## src/rtl/mult_sequencer_if.sv

```systemverilog
// ---------------------------------------------------------------------------
// mult_sequencer_if : request/result and ALU-borrow signals of mult_sequencer.
//   start        : request, sampled only while the sequencer is idle
//   op_a, op_b   : multiplicand / multiplier, sampled with start
//   busy         : sequencer not idle
//   done         : one-cycle pulse, hi/lo valid
//   hi, lo       : upper / lower product word, held until the next done
//   alu_own      : sequencer owns the shared ALU this cycle
//   alu_controle : ALU opcode driven while owning the ALU
//   alu_a, alu_b : ALU operands
//   alu_saida    : ALU result, combinational from alu_a/alu_b
// master = pipeline side (and ALU), slave = mult_sequencer.
// ---------------------------------------------------------------------------
interface mult_sequencer_if #(
    parameter int unsigned WIDTH = 32
);
    logic             start;
    logic [WIDTH-1:0] op_a;
    logic [WIDTH-1:0] op_b;
    logic             busy;
    logic             done;
    logic [WIDTH-1:0] hi;
    logic [WIDTH-1:0] lo;
    logic             alu_own;
    logic [3:0]       alu_controle;
    logic [WIDTH-1:0] alu_a;
    logic [WIDTH-1:0] alu_b;
    logic [WIDTH-1:0] alu_saida;

    modport master (
        output start, op_a, op_b, alu_saida,
        input  busy, done, hi, lo, alu_own, alu_controle, alu_a, alu_b
    );

    modport slave (
        input  start, op_a, op_b, alu_saida,
        output busy, done, hi, lo, alu_own, alu_controle, alu_a, alu_b
    );
endinterface

```

## src/rtl/mult_sequencer.sv

```systemverilog
// ---------------------------------------------------------------------------
// mult_sequencer : unsigned WIDTH x WIDTH -> 2*WIDTH multiplier (MULTU) that
// borrows the pipeline's ALU for one shift-add step per cycle.
// Ports:
//   clock : system clock, all state on the rising edge
//   reset : synchronous, active-high
//   bus   : mult_sequencer_if.slave (start/op_a/op_b in, busy/done/hi/lo out,
//           alu_own/alu_controle/alu_a/alu_b out, alu_saida in)
// Optional feature: define MULT_ZERO_SKIP_EN to finish a request with a zero
// operand directly (no ALU use, done one cycle after start).
// All outputs are registered; the next-cycle ALU operands are precomputed so
// alu_own/alu_a/alu_b are valid in the very first RUN cycle.
// ---------------------------------------------------------------------------
module mult_sequencer #(
    parameter int unsigned WIDTH      = 32,
    parameter logic [3:0]  ALU_ADD_OP = 4'b0000,
    parameter int unsigned ITER       = WIDTH
) (
    input  logic               clock,
    input  logic               reset,
    mult_sequencer_if.slave    bus
);

    localparam int unsigned CNT_W = $clog2(ITER) + 1;

    typedef enum logic [1:0] {
        S_IDLE = 2'd0,
        S_RUN  = 2'd1,
        S_DONE = 2'd2
    } state_t;

    state_t             r_state;
    state_t             w_state_nxt;

    logic [WIDTH-1:0]   r_mcand,   w_mcand_nxt;
    logic [WIDTH-1:0]   r_p_hi,    w_p_hi_nxt;
    logic [WIDTH-1:0]   r_p_lo,    w_p_lo_nxt;
    logic [CNT_W-1:0]   r_cnt,     w_cnt_nxt;
    logic [WIDTH-1:0]   r_hi,      w_hi_nxt;
    logic [WIDTH-1:0]   r_lo,      w_lo_nxt;
    logic               r_busy,    w_busy_nxt;
    logic               r_done,    w_done_nxt;
    logic               r_alu_own, w_alu_own_nxt;
    logic [3:0]         r_alu_ctl, w_alu_ctl_nxt;
    logic [WIDTH-1:0]   r_alu_a,   w_alu_a_nxt;
    logic [WIDTH-1:0]   r_alu_b,   w_alu_b_nxt;

    logic               w_zero_skip;
    logic               w_carry;
    logic               w_last;
    logic [WIDTH-1:0]   w_p_hi_step;
    logic [WIDTH-1:0]   w_p_lo_step;

    // Zero-operand shortcut, only present when the feature is built in
`ifdef MULT_ZERO_SKIP_EN
    assign w_zero_skip = (bus.op_a == '0) || (bus.op_b == '0);
`else
    assign w_zero_skip = 1'b0;
`endif

    // One shift-add step: the ALU sum wraps, so a result below p_hi means carry-out
    assign w_carry     = (bus.alu_saida < r_p_hi);
    assign w_p_hi_step = {w_carry, bus.alu_saida[WIDTH-1:1]};
    assign w_p_lo_step = {bus.alu_saida[0], r_p_lo[WIDTH-1:1]};
    assign w_last      = (r_cnt == CNT_W'(ITER - 1));

    // State register
    always_ff @(posedge clock) begin
        if (reset) begin
            r_state <= S_IDLE;
        end else begin
            r_state <= w_state_nxt;
        end
    end

    // Next-state logic
    always_comb begin
        w_state_nxt = r_state;
        case (r_state)
            S_IDLE: begin
                if (bus.start) begin
                    w_state_nxt = w_zero_skip ? S_DONE : S_RUN;
                end
            end
            S_RUN: begin
                if (w_last) begin
                    w_state_nxt = S_DONE;
                end
            end
            S_DONE:  w_state_nxt = S_IDLE;
            default: w_state_nxt = S_IDLE;
        endcase
    end

    // Output / datapath next values; outputs reflect the state being entered
    always_comb begin
        w_mcand_nxt   = r_mcand;
        w_p_hi_nxt    = r_p_hi;
        w_p_lo_nxt    = r_p_lo;
        w_cnt_nxt     = r_cnt;
        w_hi_nxt      = r_hi;
        w_lo_nxt      = r_lo;
        w_busy_nxt    = (w_state_nxt != S_IDLE);
        w_done_nxt    = (w_state_nxt == S_DONE);
        w_alu_own_nxt = (w_state_nxt == S_RUN);
        w_alu_ctl_nxt = (w_state_nxt == S_RUN) ? ALU_ADD_OP : 4'b0000;
        w_alu_a_nxt   = '0;
        w_alu_b_nxt   = '0;

        case (r_state)
            S_IDLE: begin
                if (bus.start) begin
                    w_mcand_nxt = bus.op_a;
                    w_p_hi_nxt  = '0;
                    w_p_lo_nxt  = bus.op_b;
                    w_cnt_nxt   = '0;
                    if (w_zero_skip) begin
                        w_hi_nxt = '0;
                        w_lo_nxt = '0;
                    end else begin
                        // First step adds to p_hi=0
                        w_alu_b_nxt = bus.op_b[0] ? bus.op_a : '0;
                    end
                end
            end
            S_RUN: begin
                w_p_hi_nxt = w_p_hi_step;
                w_p_lo_nxt = w_p_lo_step;
                w_cnt_nxt  = r_cnt + CNT_W'(1);
                if (w_last) begin
                    w_hi_nxt = w_p_hi_step;
                    w_lo_nxt = w_p_lo_step;
                end else begin
                    w_alu_a_nxt = w_p_hi_step;
                    w_alu_b_nxt = w_p_lo_step[0] ? r_mcand : '0;
                end
            end
            default: ;
        endcase
    end

    // Datapath and output registers
    always_ff @(posedge clock) begin
        if (reset) begin
            r_mcand   <= '0;
            r_p_hi    <= '0;
            r_p_lo    <= '0;
            r_cnt     <= '0;
            r_hi      <= '0;
            r_lo      <= '0;
            r_busy    <= 1'b0;
            r_done    <= 1'b0;
            r_alu_own <= 1'b0;
            r_alu_ctl <= 4'b0000;
            r_alu_a   <= '0;
            r_alu_b   <= '0;
        end else begin
            r_mcand   <= w_mcand_nxt;
            r_p_hi    <= w_p_hi_nxt;
            r_p_lo    <= w_p_lo_nxt;
            r_cnt     <= w_cnt_nxt;
            r_hi      <= w_hi_nxt;
            r_lo      <= w_lo_nxt;
            r_busy    <= w_busy_nxt;
            r_done    <= w_done_nxt;
            r_alu_own <= w_alu_own_nxt;
            r_alu_ctl <= w_alu_ctl_nxt;
            r_alu_a   <= w_alu_a_nxt;
            r_alu_b   <= w_alu_b_nxt;
        end
    end

    assign bus.busy         = r_busy;
    assign bus.done         = r_done;
    assign bus.hi           = r_hi;
    assign bus.lo           = r_lo;
    assign bus.alu_own      = r_alu_own;
    assign bus.alu_controle = r_alu_ctl;
    assign bus.alu_a        = r_alu_a;
    assign bus.alu_b        = r_alu_b;

endmodule

```

## src/flat_wrapper.sv

```systemverilog
// flat-port wrapper written by rule: the top's interface ports become plain ports
module mult_sequencer_flat 
#(
    parameter int unsigned WIDTH      = 32,
    parameter logic [3:0]  ALU_ADD_OP = 4'b0000,
    parameter int unsigned ITER       = WIDTH
)
  (clock, reset, bus_start, bus_op_a, bus_op_b, bus_alu_saida, bus_busy, bus_done, bus_hi, bus_lo, bus_alu_own, bus_alu_controle, bus_alu_a, bus_alu_b);
  mult_sequencer_if #(.WIDTH(WIDTH)) bus_i ();
  input  logic clock;
  input  logic reset;
  input wire logic [$bits(bus_i.start)-1:0] bus_start;
  input wire logic [$bits(bus_i.op_a)-1:0] bus_op_a;
  input wire logic [$bits(bus_i.op_b)-1:0] bus_op_b;
  input wire logic [$bits(bus_i.alu_saida)-1:0] bus_alu_saida;
  output wire logic [$bits(bus_i.busy)-1:0] bus_busy;
  output wire logic [$bits(bus_i.done)-1:0] bus_done;
  output wire logic [$bits(bus_i.hi)-1:0] bus_hi;
  output wire logic [$bits(bus_i.lo)-1:0] bus_lo;
  output wire logic [$bits(bus_i.alu_own)-1:0] bus_alu_own;
  output wire logic [$bits(bus_i.alu_controle)-1:0] bus_alu_controle;
  output wire logic [$bits(bus_i.alu_a)-1:0] bus_alu_a;
  output wire logic [$bits(bus_i.alu_b)-1:0] bus_alu_b;
  assign bus_i.start = bus_start;
  assign bus_i.op_a = bus_op_a;
  assign bus_i.op_b = bus_op_b;
  assign bus_i.alu_saida = bus_alu_saida;
  assign bus_busy = bus_i.busy;
  assign bus_done = bus_i.done;
  assign bus_hi = bus_i.hi;
  assign bus_lo = bus_i.lo;
  assign bus_alu_own = bus_i.alu_own;
  assign bus_alu_controle = bus_i.alu_controle;
  assign bus_alu_a = bus_i.alu_a;
  assign bus_alu_b = bus_i.alu_b;
  mult_sequencer #(.WIDTH(WIDTH), .ALU_ADD_OP(ALU_ADD_OP), .ITER(ITER)) u_core (.clock(clock), .reset(reset), .bus(bus_i));
endmodule
```

## config.mk

```make
export PLATFORM = sky130hd
export DESIGN_NAME = mult_sequencer_flat
export DESIGN_NICKNAME = d
export VERILOG_FILES = /design/src/rtl/mult_sequencer_if.sv /design/src/rtl/mult_sequencer.sv /design/src/flat_wrapper.sv
export SDC_FILE = /design/constraint.sdc
export NUM_CORES = 1
export LEC_CHECK = 0
export CORE_AREA = 5 5 147 149
export CTS_CLUSTER_DIAMETER = 40
export CTS_CLUSTER_SIZE = 8
export DETAILED_ROUTE_END_ITERATION = 8
export DIE_AREA = 0 0 152 154
export PLACE_DENSITY = 0.76
export SLEW_MARGIN = 20
export SYNTH_ARGS = -nofsm -noshare
export SYNTH_HDL_FRONTEND = slang
export SYNTH_SLANG_ARGS = --single-unit
```

## constraint.sdc

```tcl
create_clock -name clock -period 1.9 [get_ports clock]
set_clock_uncertainty 0.15 [all_clocks]
set_input_delay 0.38 -clock clock [delete_from_list [all_inputs] [get_ports clock]]
set_output_delay 0.38 -clock clock [all_outputs]
set_load 0.05 [all_outputs]
```

==> results.md <==
* Via count at between 7,000 and 8,000
* CTS Root Cell: clkbuf_16
* Slew at the pin closest to its max-slew limit at 0.6666 ns
* Share of layout cells above drive strength 1 at approximately a quarter
* Sw frac at 23.48%
* CTS tree: yes
* Ys async rst share at 0%
* Worst-path maximum fanout at 3
* Cell Pwr Density at approximately 1000 nW/µm²
* Total power at roughly 13 mW
* Final Cell Area at 12,910 µm²
* Hold Path Class: input port to flop
* Post-synth EDFFs at 0
* Post-synth top area share at a little over half
* Max Slew Vio Count at 0
* Min-delay src: bus_alu_saida[15]
* Die Y at 154 µm
* I/O pin count at between 200 and 250
* Initial antenna violation count at 1
* CORE AREA at 20,040 µm²
* CP cell instances: clkdlybuf4s50_1 -> ha_4 -> nand4_1 -> nor4_2 -> buf_4 -> o31a_1 -> o41ai_2
* H-tree depth at 2
* DIE WIDTH at ~150 µm
* Fin nets at between 1,000 and 1,500
* Largest area contributor in the netlist: dfxtp_1
* Netlist cell types at 43
* Worst-case clock buffer depth at 3
* Port Buffers at 229
* Post-DP Area at between 10,000 and 15,000 µm²
* Hold Path Depth at 3
* Prevailing post-synth register cell: dfxtp_1
* Most common cell after layout, fill and taps aside: dfxtp_1
* Routed WL at roughly 25 mm
* P&R area growth vs syn at 47.66%
* Logic pwr share at 10.6%
* Iteration-0 DRC Markers at between 400 and 500
* Synthesized area at a little under 9000 µm²
* Clk pwr share at just under 50%
* R2R Path Start: u_core.r_p_hi[27]$_SDFFE_PP0P_
* CP max-delay cell: clkdlybuf4s50_1
* FP Rows at between 50 and 60
* CP max stage delay at 0.47 ns
* P_leak at 5.273 nW
* Psw at around 3 mW
* Flop2flop setup slack at -0.07 ns
* WHS Endpoint: u_core.bus.hi[14]$_SDFFE_PP0P_
* Status: finished with violations
* Reg2Reg Depth at 7
* Initial Util at about 44%
* Final worst slack at -0.09411 ns
* Fin crit period at between 1.5 and 2 ns
* Final setup fails at 3
* WS Path Type: input port to flop
* Worst-path clk slew at ~0.05 ns
* Syn avg cell area at 8.905 µm²
* Worst EP required at roughly 2.1 ns
* Cell count after synthesis at 982
* Full die area at ~23,000 µm²
* Largest net degree at the start of global routing at about 70
* Nature of the critical path endpoint: flop
* GP Congestion at approximately 0.82
* DR vias/cell at a little over 5
* Sequential share of power at about two fifths
* WL/cell at approximately 17 µm
* YS warnings at 0
* Residual DRC at 0
* Critical path startpoint category: input port
* Maxcap violations at 0
* Largest cells by area after synthesis: dfxtp_1 (54%), nand2_1 (8.8%), a21oi_1 (6.2%)
* Final ANT Viol Nets at 0
* First-pass GRT wire length at 40.66 mm
* Failing checks: negative setup slack
* Peak VDD IR at 639.5 µV
* Hpwl dp at between 15 and 20 mm
* Final Hold Vio Count at 0
* End-of-flow core utilization at 64.44%
* Number of global-route vias before repair at 8,005
* Setup TNS at -0.2506 ns
* Clk sinks at roughly 230
* Hold buffers post-CTS at 0
* Post-route clock period utilization at 105.0%
* Unrepaired setup endpoints after global routing: true
* Yosys reg bits at around 230
* CP arrival at 2.20 ns
* Pre-Repair DR Iteration Count at 5
* TritonCTS Buffers at 39
* Post-synthesis sequential area ratio at 53.57%
* Grt ovf at 0
* Most frequent cells in the layout: dfxtp_1 (223), nand2_1 (204), buf_4 (189)
* Pint at 9.754 mW
* R2R Path End: u_core.r_p_hi[31]$_SDFFE_PP0P_
* Tot GR Track Use at 20.53%
* Top achievable clock speed at 501.5 MHz
* Slew headroom at between 50% and 60%
* # diodes at 0
* Latest clock arrival within the worst-skew pair at approximately 0.50 ns
==> registers in the layout, indices dropped and copies added, names as in the netlist, 2 cells and up <==
register	cells
u_core.bus.lo	32
u_core.r_mcand	32
u_core.bus.alu_b	32
u_core.r_p_lo	31
u_core.bus.hi	32
u_core.r_p_hi	32
u_core.r_state	2
u_core.r_cnt	6
u_core.bus.alu_a	32
==> layer usage <==
| metal | GRT usage, % | vias up | routed length, µm |
|---|---|---|---|
| li1 | - | 3908 | - |
| met1 | 25.84 | 3751 | 10950 |
| met2 | 34.36 | 259 | 12270 |
| met3 | 5.256 | 55 | 1576 |
| met4 | 7.149 | 2 | 673 |
| met5 | 0 | - | 13 |
==> critical path, delay by kind of cell <==
kind                     cells  cell delay, ns
adder cells (fa/ha/maj)      1            0.30
AO/OA/AOI/OAI                2            0.34
buffers and inverters        2            0.64
AND/OR/NAND/NOR              2            0.54
==> cell type report <==
| cell class | instances | area, µm² |
|---|---|---|
| well taps | 270 | 337.8 |
| multi-input cells | 610 | 3794 |
| clock buffers | 50 | 1110 |
| fillers | 1611 | 7127 |
| flip-flops and latches | 234 | 4698 |
| repair buffers | 302 | 2699 |
| clock inverters | 6 | 37.54 |
| inverters | 63 | 236.5 |
==> cells by family after synthesis <==
family	Yosys count	share of synthesized area [%]
flip-flops	234	53.57
other	1	0.04288
AND/OR/NAND/NOR	319	15.83
AO/OA/AOI/OAI	254	19.44
multiplexers	1	0.1288
buffers and inverters	141	6.410
adder cells (fa/ha/maj)	32	4.579
==> what timing repair did <==
| item | 4_1_cts | 5_1_grt |
|---|---|---|
| resized for setup | 44 | 18 |
| buffers inserted | 2 | 2 |
| setup endpoints to repair | 3 | 98 |
| pin swaps | 19 | 13 |
==> Yosys cell counts, types with 2 or more instances <==
master    number
dfxtp_1      234
nand2_1      205
a21oi_1      108
inv_1         61
clkbuf_1      54
nor2_1        47
and3_1        35
a22o_1        32
a22oi_1       32
ha_1          32
o22ai_1       32
a221oi_1      31
buf_2         13
buf_1          7
nand4_1        7
nand3_1        6
a211oi_1       5
nor3_1         5
o21ai_0        5
buf_4          4
inv_2          2
nor2_2         2
o21a_1         2
o41ai_2        2
==> worst max-delay path by stage <==
stage,start,endpoint,slack (ns),cells after the start
finish,bus_alu_saida[25],u_core.r_p_hi[31]$_SDFFE_PP0P_,-0.09,7
global route,u_core.r_p_hi[25]$_SDFFE_PP0P_,u_core.bus.hi[31]$_SDFFE_PP0P_,-0.15,7
CTS,u_core.r_p_hi[23]$_SDFFE_PP0P_,u_core.r_p_hi[31]$_SDFFE_PP0P_,-0.02,7
detailed placement,bus_alu_saida[7],u_core.r_p_hi[31]$_SDFFE_PP0P_,-0.60,7
global placement,bus_alu_saida[15],u_core.r_p_hi[31]$_SDFFE_PP0P_,-0.53,7
floorplan,bus_alu_saida[1],u_core.r_p_hi[31]$_SDFFE_PP0P_,0.03,5
==> power by group through the flow <==
stage | logic, mW | clock network (mW) | registers (mW)
global route | 1.45 | 6.53 | 5.23
floorplan | 0.536 | 0 | 5.43
detailed placement | 1.27 | 0 | 5.29
finish | 1.35 | 6.19 | 5.21
CTS | 1.32 | 6.30 | 5.21
global placement | 1.24 | 0 | 5.29
==> metrics by stage <==
stage	std cells	worst slack, ns	hold WS [ns]
after global placement	1475	-0.5337	0.2907
after detailed placement	1475	-0.6020	0.2962
after CTS	1533	-0.01928	0.09526
after floorplan	985	0.03224	0.2762
final	1535	-0.09411	0.06806
after global routing	1535	-0.1509	0.07932
Note: power is estimated with default switching activity, not from simulation.
